===== src/rtl/aes_pkg.sv =====
// Shared definitions for the AES block sequencer: FSM encoding, key-length codes and default limits.
// Pure declarations; no logic.
package aes_pkg;

  typedef enum logic [2:0] {
    IDLE     = 3'd0,
    KEY_INIT = 3'd1,
    KEY_WAIT = 3'd2,
    BLK_NEXT = 3'd3,
    BLK_WAIT = 3'd4
  } seq_state_e;

  localparam logic KEYLEN_AES128 = 1'b0;
  localparam logic KEYLEN_AES256 = 1'b1;

  localparam int TIMEOUT_DEFAULT = 255;
  localparam int BLOCK_W         = 128;
  localparam int KEY_W           = 256;
  localparam int WAIT_CNT_W      = 8;

endpackage


===== src/rtl/aes_result_fifo.sv =====
// Result buffer: head visible combinationally, one-cycle push-to-valid latency.
// Pop only when non-empty; the producer is expected to check full before pushing.
module aes_result_fifo #(
  parameter int OUT_DEPTH = 2,
  parameter int WIDTH     = 128
) (
  input  logic             clk,
  input  logic             reset_n,
  input  logic             push,
  input  logic [WIDTH-1:0] push_data,
  input  logic             pop,
  output logic             valid,
  output logic [WIDTH-1:0] head,
  output logic             full
);

  localparam int PTR_W = $clog2(OUT_DEPTH);
  localparam logic [PTR_W:0] DEPTH_C = (PTR_W+1)'(OUT_DEPTH);

  logic [WIDTH-1:0] mem [OUT_DEPTH];
  logic [PTR_W-1:0] wr_ptr;
  logic [PTR_W-1:0] rd_ptr;
  logic [PTR_W:0]   count;
  logic             do_pop;

  assign do_pop = pop && (count != '0);
  assign valid  = (count != '0);
  assign full   = (count == DEPTH_C);
  assign head   = mem[rd_ptr];

  always_ff @(posedge clk or negedge reset_n) begin
    if (!reset_n) begin
      wr_ptr <= '0;
      rd_ptr <= '0;
      count  <= '0;
    end else begin
      if (push)   wr_ptr <= wr_ptr + PTR_W'(1);
      if (do_pop) rd_ptr <= rd_ptr + PTR_W'(1);
      case ({push, do_pop})
        2'b10:   count <= count + (PTR_W+1)'(1);
        2'b01:   count <= count - (PTR_W+1)'(1);
        default: count <= count;
      endcase
    end
  end

  // Storage needs no reset: count alone decides what is visible.
  always_ff @(posedge clk) begin
    if (push) mem[wr_ptr] <= push_data;
  end

endmodule


===== src/rtl/aes_block_sequencer.sv =====
// Sequences key expansion and single-block operations on an AES core, buffering results in a FIFO.
// Transfer->core_next 1 cycle, core result->out_valid 1 cycle; in_ready drops when the FIFO has no free slot.
module aes_block_sequencer
  import aes_pkg::*;
#(
  parameter int OUT_DEPTH = 2,
  parameter int TIMEOUT   = TIMEOUT_DEFAULT
) (
  input  logic               clk,
  input  logic               reset_n,
  input  logic               key_load,
  input  logic [KEY_W-1:0]   key,
  input  logic               keylen,
  input  logic               in_valid,
  output logic               in_ready,
  input  logic [BLOCK_W-1:0] in_block,
  input  logic               in_encdec,
  output logic               out_valid,
  input  logic               out_ready,
  output logic [BLOCK_W-1:0] out_data,
  output logic               core_init,
  output logic               core_next,
  output logic               core_encdec,
  output logic [KEY_W-1:0]   core_key,
  output logic               core_keylen,
  output logic [BLOCK_W-1:0] core_block,
  input  logic               core_ready,
  input  logic [BLOCK_W-1:0] core_result,
  input  logic               core_result_valid,
  output logic               key_valid,
  output logic               busy,
  output logic               err
);

  localparam logic [WAIT_CNT_W-1:0] TIMEOUT_CNT = WAIT_CNT_W'(TIMEOUT);

  seq_state_e            state;
  seq_state_e            state_nxt;
  logic [WAIT_CNT_W-1:0] wait_cnt;
  logic                  first_wait;
  logic                  wait_hit;
  logic                  fifo_full;
  logic                  load_key;
  logic                  xfer;
  logic                  key_done;
  logic                  timeout;
  logic                  push;

  assign first_wait = (wait_cnt == '0);
  assign wait_hit   = (wait_cnt == TIMEOUT_CNT);
  assign busy       = (state != IDLE);
  assign core_init  = (state == KEY_INIT);
  assign core_next  = (state == BLK_NEXT);
  // key_load gets priority, so it also masks acceptance in the same cycle.
  assign in_ready   = (state == IDLE) && key_valid && !key_load && !fifo_full;

  always_ff @(posedge clk or negedge reset_n) begin
    if (!reset_n) state <= IDLE;
    else          state <= state_nxt;
  end

  always_comb begin
    state_nxt = state;
    load_key  = 1'b0;
    xfer      = 1'b0;
    key_done  = 1'b0;
    timeout   = 1'b0;
    push      = 1'b0;
    case (state)
      IDLE: begin
        if (key_load) begin
          load_key  = 1'b1;
          state_nxt = KEY_INIT;
        end else if (in_valid && in_ready) begin
          xfer      = 1'b1;
          state_nxt = BLK_NEXT;
        end
      end
      KEY_INIT: state_nxt = KEY_WAIT;
      KEY_WAIT: begin
        // The core's ready may still reflect the previous operation on the first cycle.
        if (!first_wait && core_ready) begin
          key_done  = 1'b1;
          state_nxt = IDLE;
        end else if (wait_hit) begin
          timeout   = 1'b1;
          state_nxt = IDLE;
        end
      end
      BLK_NEXT: state_nxt = BLK_WAIT;
      BLK_WAIT: begin
        if (!first_wait && core_ready && core_result_valid) begin
          push      = 1'b1;
          state_nxt = IDLE;
        end else if (wait_hit) begin
          timeout   = 1'b1;
          state_nxt = IDLE;
        end
      end
      default: state_nxt = IDLE;
    endcase
  end

  always_ff @(posedge clk or negedge reset_n) begin
    if (!reset_n) begin
      wait_cnt    <= '0;
      key_valid   <= 1'b0;
      err         <= 1'b0;
      core_key    <= '0;
      core_keylen <= KEYLEN_AES128;
      core_block  <= '0;
      core_encdec <= 1'b0;
    end else begin
      // Wait states are only ever entered from KEY_INIT / BLK_NEXT.
      if (state == KEY_INIT || state == BLK_NEXT)
        wait_cnt <= '0;
      else if (state == KEY_WAIT || state == BLK_WAIT)
        wait_cnt <= wait_cnt + WAIT_CNT_W'(1);

      if (load_key) begin
        core_key    <= key;
        core_keylen <= keylen;
        key_valid   <= 1'b0;
        err         <= 1'b0;
      end
      if (key_done) key_valid <= 1'b1;
      if (timeout) begin
        err       <= 1'b1;
        key_valid <= 1'b0;
      end
      if (xfer) begin
        core_block  <= in_block;
        core_encdec <= in_encdec;
      end
    end
  end

  aes_result_fifo #(
    .OUT_DEPTH (OUT_DEPTH),
    .WIDTH     (BLOCK_W)
  ) u_result_fifo (
    .clk       (clk),
    .reset_n   (reset_n),
    .push      (push),
    .push_data (core_result),
    .pop       (out_ready),
    .valid     (out_valid),
    .head      (out_data),
    .full      (fifo_full)
  );

endmodule


===== config.mk =====
export PLATFORM = sky130hd
export DESIGN_NAME = aes_block_sequencer
export DESIGN_NICKNAME = d
export VERILOG_FILES = /design/src/rtl/aes_pkg.sv /design/src/rtl/aes_result_fifo.sv /design/src/rtl/aes_block_sequencer.sv
export SDC_FILE = /design/constraint.sdc
export NUM_CORES = 1
export LEC_CHECK = 0
export CAP_MARGIN = 20
export CORE_AREA = 2 2 409 411
export DETAILED_ROUTE_END_ITERATION = 10
export DIE_AREA = 0 0 411 413
export GPL_ROUTABILITY_DRIVEN = 0
export RECOVER_POWER = 25
export SLEW_MARGIN = 20
export SYNTH_ARGS = -nofsm -noshare
export SYNTH_HDL_FRONTEND = slang
export SYNTH_SLANG_ARGS = --single-unit

===== constraint.sdc =====
create_clock -name clk -period 7.65 [get_ports clk]
set_input_delay 0.765 -clock clk [delete_from_list [all_inputs] [get_ports clk]]
set_output_delay 0.765 -clock clk [all_outputs]
set_load 0.01 [all_outputs]

==> results.toml, run 1 <==
[routing]
wl_mm = 124
dr_total_vias = 18700
drt-initial-drc-count = 1260
via_per_inst = 3.59
ant_nets = 0
dr.pass1.iters = 5
wl_per_cell_um = 23.8
drc = 0

[clocking]
clock_path_buffers = 3
clk_pin_slew_worst_paths_ns = 0.07
cts-root-buf = "clkbuf_16"
htreeDepth = 3
post_cts_resized = 0
cts_buffers = 79
post_cts.repair.setup_buffers = 0
cts_tree = "done"
clk_latency_ns = 0.69
cts.sinks = 659
cts_hold_buffers = 0

[timing]
rsz0062_at_grt = "no"
finalSetupViolCount = 0
min_period_ns = 5.77
hold_viol = 0
max_freq_ghz = 0.173
report.final.slew_viol_count = 194
tightest_slew_ns = 3.45
skew_ns = 0.0361
fin_setup_tns_ns = 0
period_share = 0.754
holdWs_ns = 0.160
relSlewSlack = -1.30

[global_routing]
grt_max_degree = 141
grt_pass1_vias = 19100
grt_overflow = 0
grt_pass1_wl_mm = 162
track_usage = 0.140
antenna_found_initial = 85

[yosys]
yosys-top-cells-area = "dfrtp_1, edfxtp_1, nand2_1, mux2_2, mux2_4"
synth_top_area_frac = 0.404
ys_ff_latch = 659
synth_cell_types = 41
synthArstFlopShare = 0.612
syn_avg_cell_area_um2 = 13.4
yosys-top-cells-count = "nand2_1, dfrtp_1, edfxtp_1, mux2_2, mux2_4"
ys.flop_type = "dfrtp_1"
synth_warnings = 0
yosysMostFrequentCell = "nand2_1"
syn_nets = 2381
yosysSeqAreaShare = 0.712
yosysTopAreaCell = "dfrtp_1"
synth_cells = 1857
synth_edf_count = 256
synth_area_mm2 = 0.0250

[critical_path]
r2r_slack_ns = 4.24
r2r_end = "u_result_fifo.mem[0][20]"
required_ns = 6.88
critical_path_class = "flop to output pin"
r2r_cells = 8
arrival_ns = 5.00
critical_path.startpoint_type = "flop"
path_max_fanout = 65
crit_path_end_kind = "output pin"
r2r-start = "wait_cnt[0]"

[floorplan]
die_y_um = 413
die_w_um = 411
placementRows = 150
die_area_mm2 = 0.170
coreArea_mm2 = 0.166
initial_core_util = 0.150
io_pins = 1042

[power_and_ir_drop]
p_total_mw = 15.6
ir_drop_uv = 257
p_per_area_mw_per_mm2 = 385
p_leak_nw = 16.9

[min_path]
hold_class = "input port to async pin"

[cells_and_area]
fill_cells = 17500
nets = 3431
post-route-util = 0.245
drive_gt1_frac = 0.137
fin_area_mm2 = 0.0406
area_growth_pct = 62.8

[run_status]
violations = "max-capacitance violations, max-slew violations"
status = "finished with violations"

[placement]
portBuffers = 1041
dpl-instance-area_mm2 = 0.0379
hpwl_mm = 98.0

[job]
drv_cap = 2
worst max path at each step:
stage                         start                  endpoint  slack [ns]  cells after the start
2_1_floorplan            core_ready   u_result_fifo.mem[0][0]        0.43                      3
3_3_place_gp             core_ready  u_result_fifo.mem[0][19]        3.99                      6
3_5_place_dp             core_ready  u_result_fifo.mem[0][26]        3.81                      6
4_1_cts        u_result_fifo.rd_ptr              out_data[67]        3.19                      3
5_1_grt        u_result_fifo.rd_ptr              out_data[67]        1.58                      3
6_report       u_result_fifo.rd_ptr              out_data[23]        1.89                      3
critical path: stages, from the launching register on:
cell and delay [ns]:
dfrtp_1 2.28, buf_4 0.94, mux2_2 0.43, clkdlybuf4s50_1 0.49
layout make-up:
| type | count | area (um^2) | area share |
|---|---|---|---|
| multi-input cells | 1105 | 6710 | 0.165 |
| flip-flops and latches | 659 | 17800 | 0.438 |
| clock inverters | 34 | 463 | 0.0114 |
| clock buffers | 108 | 2230 | 0.0548 |
| repair buffers | 1057 | 10600 | 0.261 |
| diodes | 25 | 62.6 | 0.00154 |
| inverters | 5 | 18.8 | 0.000462 |
| well taps | 2204 | 2760 | 0.0679 |
through the flow:
step	setup slack (ns)	cells
3_5_place_dp	3.81	5030
2_1_floorplan	0.430	1857
6_report	1.89	5197
3_3_place_gp	3.99	5030
5_1_grt	1.58	5185
4_1_cts	3.19	5172
layout by cell type, fill, tap and decap left out, types with 3 or more instances in the layout:
cell type        count
clkdlybuf4s50_1    912
nand2_1            778
dfrtp_1            403
edfxtp_1           256
mux2_2             147
dlygate4sd3_1      128
mux2_4             110
clkbuf_16           80
diode_2             25
clkbuf_1            16
clkinv_2            15
nor2_1              12
clkbuf_8            12
xnor2_1              9
buf_4                9
clkinv_16            5
bufinv_16            5
buf_12               5
inv_1                4
nor3_1               4
nand3_1              4
clkinvlp_4           4
nand4_1              3
o21ai_0              3
ha_1                 3
inv_6                3
report_power, final:
part	switching, mW	total [mW]	internal [mW]
combinational	2.98	6.25	3.27
sequential	0.757	5.49	4.73
clock	1.64	3.88	2.24
flip-flops by register name (all words and copies together) (netlist names), 2 cells and up:
name                 count
state                    3
u_result_fifo.mem      256
core_block             128
u_result_fifo.count      2
wait_cnt                 8
core_key               256
layer usage:
metal,wire [um],GRT usage
met5,219,0
met2,62000,0.239
met1,42700,0.145
met3,15600,0.0757
met4,3310,0.0444
cells by family (layout without fill, tap and decap cells):
family,Yosys count,after routing,share of synthesized area
other cells,0,25,0
simple gates,820,820,0.126
xor+xnor,11,11,0.00386
mux,258,258,0.133
fa+ha+maj,3,3,0.00150
buf+inv,93,1204,0.0195
compound gates,13,13,0.00361
flops,659,659,0.712
(Power assumes the default switching activity.)
==> run 2: changes to the inputs <==
--- a/config.mk
+++ b/config.mk
@@ -6,9 +6,9 @@
 export NUM_CORES = 1
 export LEC_CHECK = 0
 export CAP_MARGIN = 20
-export CORE_AREA = 2 2 409 411
+export CORE_AREA = 2 2 402 404
 export DETAILED_ROUTE_END_ITERATION = 10
-export DIE_AREA = 0 0 411 413
+export DIE_AREA = 0 0 404 406
 export GPL_ROUTABILITY_DRIVEN = 0
 export RECOVER_POWER = 25
 export SLEW_MARGIN = 20
==> constraint.sdc (replaced) <==
create_clock -name clk -period 6 [get_ports clk]
set_input_delay 0.6 -clock clk [delete_from_list [all_inputs] [get_ports clk]]
set_output_delay 0.6 -clock clk [all_outputs]
set_load 0.01 [all_outputs]
==> results.toml, run 2 (synthesis gave the netlist of run 1 again) <==
[run_status]
status = "finished with violations"
violations = "max-capacitance violations, max-slew violations"

[routing]
wl_per_cell_um = 23.7
dr_total_vias = 18700
dr.pass1.iters = 5
ant_nets = 0
via_per_inst = 3.65
drt-initial-drc-count = 1171
wl_mm = 122
drc = 0

[cells_and_area]
fin_area_mm2 = 0.0407
layout_common_cells = "clkdlybuf4s50_1, nand2_1, dfrtp_1"
top_regs = "core_key: 256 flops, u_result_fifo.mem: 256 flops, core_block: 128 flops"
drive_gt1_frac = 0.141
final_common_cell = "clkdlybuf4s50_1"
area_growth_pct = 63.1
fill_cells = 16700
nets = 3447
instances_no_fill = 5117

[floorplan]
placementRows = 147
die_y_um = 406
io_pins = 1042
die_area_mm2 = 0.164
initial_core_util = 0.156
die_w_um = 404
coreArea_mm2 = 0.160

[global_routing]
grt_pass1_vias = 19300
grt_use_met1 = 0.152
met2_usage = 0.235
antenna_found_initial = 117
track_usage = 0.142
grt_overflow = 0
met3_usage = 0.0642
grt_max_degree = 153
busiest_layer = "met2"
grt_pass1_wl_mm = 160

[clocking]
post_cts_resized = 0
clk_latency_ns = 0.69
clock_path_buffers = 3
cts_tree = "done"
htreeDepth = 3
cts.sinks = 659
cts-root-buf = "clkbuf_16"
cts_buffers = 82
clk_pin_slew_worst_paths_ns = 0.06

[power_and_ir_drop]
ir_drop_uv = 275
p_per_area_mw_per_mm2 = 491
p_leak_nw = 17.0

[critical_path]
critical_path.startpoint_type = "input port"
required_ns = 6.10
arrival_ns = 4.14
critPathLaunch = "reset_n"
crit_path_end_kind = "async pin"
critical_path_class = "input port to async pin"
path_max_fanout = 112
r2r-start = "wait_cnt[0]"

[min_path]
min-delay-start = "key[182]"
hold_class = "input port to flop"

[placement]
portBuffers = 1041
dpl-instance-area_mm2 = 0.0379
hpwl_mm = 95.8
dp.cells = 4924

[timing]
period_share = 0.672
skew_ns = 0.0346
min_period_ns = 4.03
hold_viol = 0
report.final.slew_viol_count = 186
max_freq_ghz = 0.248
tightest_slew_ns = 3.01
rsz0062_at_grt = "no"
relSlewSlack = -1.01
finalSetupViolCount = 0
holdWs_ns = 0.444

[job]
drv_cap = 3
==> run 2: routing by layer <==
metal,vias up,share of wire
met4,28,0.039
met3,254,0.11
li1,8348,-
met2,869,0.49
met1,9172,0.36
met5,-,0.0015
==> run 2: what timing repair did <==
action                    4_1_cts  5_1_grt
hold buffers                    1        0
hold endpoints to repair       68        0
setup buffers                   0        0
==> run 2: final cells by class <==
type | count | area (um^2) | share of cell area
antenna | 39 | 97.6 | 0.00240
clock buffer | 110 | 2260 | 0.0555
clock inverter | 43 | 528 | 0.0130
inverter | 5 | 18.8 | 0.000461
multi-input combinational | 1105 | 6710 | 0.165
sequential | 659 | 17800 | 0.437
tap | 2086 | 2610 | 0.0641
timing repair buffer | 1070 | 10700 | 0.263
==> run 2: worst paths after layout <==
check	endpoint	slack [ns]	depth (start not counted)
max reg2reg	u_result_fifo.mem[1][49]	2.74	7
max in group clk	in_ready	2.54	4
max	core_key[250]	1.97	3
min in group asynchronous	core_key[174]	0.45	2
min	core_key[182]	0.44	3
min reg2reg	core_key[242]	0.47	2
==> run 2: worst max-delay path, stage by stage <==
cell and delay [ns]:
dlygate4sd3_1 0.57, buf_8 0.43, clkbuf_2 2.22
==> run 2: through the flow <==
stage,utilization,TNS (ns),worst slack [ns],power [mW]
after floorplan,-,-297.92,-1.16,10.1
after global placement,0.237,0,2.30,15.0
after detailed placement,0.237,0,2.24,15.1
after CTS,0.255,0,2.54,20.4
after global routing,0.255,0,1.33,21.1
final,0.255,0,1.97,20.0
==> run 2: power by group <==
part / switching (mW) / total [mW] / internal (mW)
logic: 3.84 / 8.00 / 4.16
registers: 0.865 / 6.90 / 6.04
clock network: 2.13 / 5.08 / 2.95
==> run 3: changes to the inputs <==
==> constraint.sdc (replaced) <==
create_clock -name clk -period 3.73 [get_ports clk]
set_input_delay 0.373 -clock clk [delete_from_list [all_inputs] [get_ports clk]]
set_output_delay 0.373 -clock clk [all_outputs]
set_load 0.01 [all_outputs]
==> results.toml, run 3 (synthesis gave the netlist of run 1 again) <==
[timing]
skew_ns = 0.0314
min_period_ns = 3.25
max_freq_ghz = 0.307
holdWs_ns = 0.216
tightest_slew_ns = 2.34
hold_viol = 0
fin_setup_tns_ns = 0
finalSetupViolCount = 0
rsz0062_at_grt = "no"
period_share = 0.872
relSlewSlack = -0.558
report.final.slew_viol_count = 65

[critical_path]
path_max_fanout = 43
r2r_end = "u_result_fifo.mem[1][38]"
cp-endpoint = "out_data[104]"
r2r-start = "wait_cnt[0]"
r2r_slack_ns = 0.96
critical_path_class = "flop to output pin"
critical_path.startpoint_type = "flop"
crit_path_end_kind = "output pin"
critPathSlowestCell = "dfrtp_4"
r2r_cells = 8
required_ns = 3.36
critPathLaunch = "u_result_fifo.rd_ptr"
arrival_ns = 2.88
crit_chain = "buf_4 > mux2_2 > clkdlybuf4s50_1"
max_stage_delay_ns = 0.88

[global_routing]
grt_overflow = 0
grt_pass1_wl_mm = 164
track_usage = 0.146
grt_max_degree = 84
grt_pass1_vias = 19200
antenna_found_initial = 97

[floorplan]
die_area_mm2 = 0.164
die_y_um = 406
die_w_um = 404
coreArea_mm2 = 0.160
placementRows = 147
io_pins = 1042
initial_core_util = 0.156

[cells_and_area]
layout_common_cells = "clkdlybuf4s50_1, nand2_1, dfrtp_1"
area_growth_pct = 63.7
instances_no_fill = 5101
top_regs = "core_key: 256 flops, u_result_fifo.mem: 256 flops, core_block: 128 flops"
nets = 3457
final_common_cell = "clkdlybuf4s50_1"
drive_gt1_frac = 0.146
post-route-util = 0.256

[routing]
via_per_inst = 3.69
dr.pass1.iters = 5
wl_per_cell_um = 24.4
wl_mm = 124
ant_nets = 0
drc = 0
drt-initial-drc-count = 1356
dr_total_vias = 18800

[clocking]
cts_buffers = 79
clk_latency_ns = 0.69
cts_hold_buffers = 1
htreeDepth = 3
post_cts.repair.setup_buffers = 0
clock_path_buffers = 3
cts_tree = "done"
post_cts_resized = 0
cts.sinks = 659
clk_pin_slew_worst_paths_ns = 0.06
cts-root-buf = "clkbuf_16"

[power_and_ir_drop]
ir_drop_uv = 522
power.share.switching = 0.344
p_per_area_mw_per_mm2 = 795
share_comb_of_total_power = 0.402
power_frac_seq = 0.347
p_total_mw = 32.5
power_switching_mw = 11.2
power.internal_mw = 21.3
p_clk_frac = 0.251
p_leak_nw = 17.1

[run_status]
status = "finished with violations"
violations = "max-capacitance violations, max-slew violations"

[placement]
portBuffers = 1041
dp.cells = 4937
hpwl_mm = 99.8

[min_path]
hold_class = "input port to flop"

[job]
drv_cap = 1
==> run 3: cell types whose count changed in the layout (fill, tap and decap cells not counted), moves of 2 or more <==
cell       before  now
buf_12          6   17
buf_4          17   20
bufinv_16       6    8
clkbuf_1       22   12
clkbuf_16      82   80
clkbuf_2        1    4
clkinv_16       4    2
clkinv_8        2    0
diode_2        39   19
inv_16          1    3
inv_6           5    7
==> run 3: power groups by stage <==
stage | Combinational (mW) | Clock [mW] | Sequential, mW
after global routing | 14.0 | 8.67 | 11.5
final | 13.0 | 8.16 | 11.3
after CTS | 13.3 | 8.40 | 11.2
after global placement | 13.2 | 0 | 11.3
after floorplan | 4.40 | 0 | 11.9
after detailed placement | 13.2 | 0 | 11.3
==> run 3: cell type report <==
cell class                      count  area (um^2)
Inverter                            5         18.8
Timing Repair Buffer             1083        10900
Sequential cell                   659        17800
Tap cell                         2086         2610
Multi-Input combinational cell   1105         6720
Antenna cell                       19         47.5
Clock inverter                     42          536
Fill cell                       16700       119000
Clock buffer                      102         2190
==> run 3: worst max-delay path, delay by kind of cell (launching register included) <==
family                 cells  cell delay, ns
flip-flops                 1            0.88
multiplexers               1            0.38
buffers and inverters      2            0.93
==> run 3: how the worst min path moves through the flow <==
stage	slack [ns]	from	cells after the start	end
2_1_floorplan	0.08	reset_n	0	core_block[0]
3_3_place_gp	0.42	reset_n	1	core_key[99]
3_5_place_dp	0.43	reset_n	1	core_key[94]
4_1_cts	0.13	key[186]	3	core_key[186]
5_1_grt	0.15	key[184]	3	core_key[184]
6_report	0.22	key[177]	3	core_key[177]
==> run 3: metal layers <==
layer  vias to the layer above  part of all wire  GRT usage  wire [um]
met2                       860              0.49      0.250      61500
met1                      9376              0.37      0.164      46100
li1                       8334                 -          -          -
met5                         -            0.0016          0        198
met4                        30             0.023     0.0383       2910
met3                       231              0.11     0.0652      13600
==> run 3: through the flow <==
| step | setup slack (ns) | cell area [um^2] |
|---|---|---|
| 2_1_floorplan | -1.30 | 25000 |
| 3_3_place_gp | 0.870 | 38100 |
| 3_5_place_dp | 0.862 | 38100 |
| 4_1_cts | 0.331 | 40800 |
| 5_1_grt | 0.291 | 40800 |
| 6_report | 0.476 | 40800 |
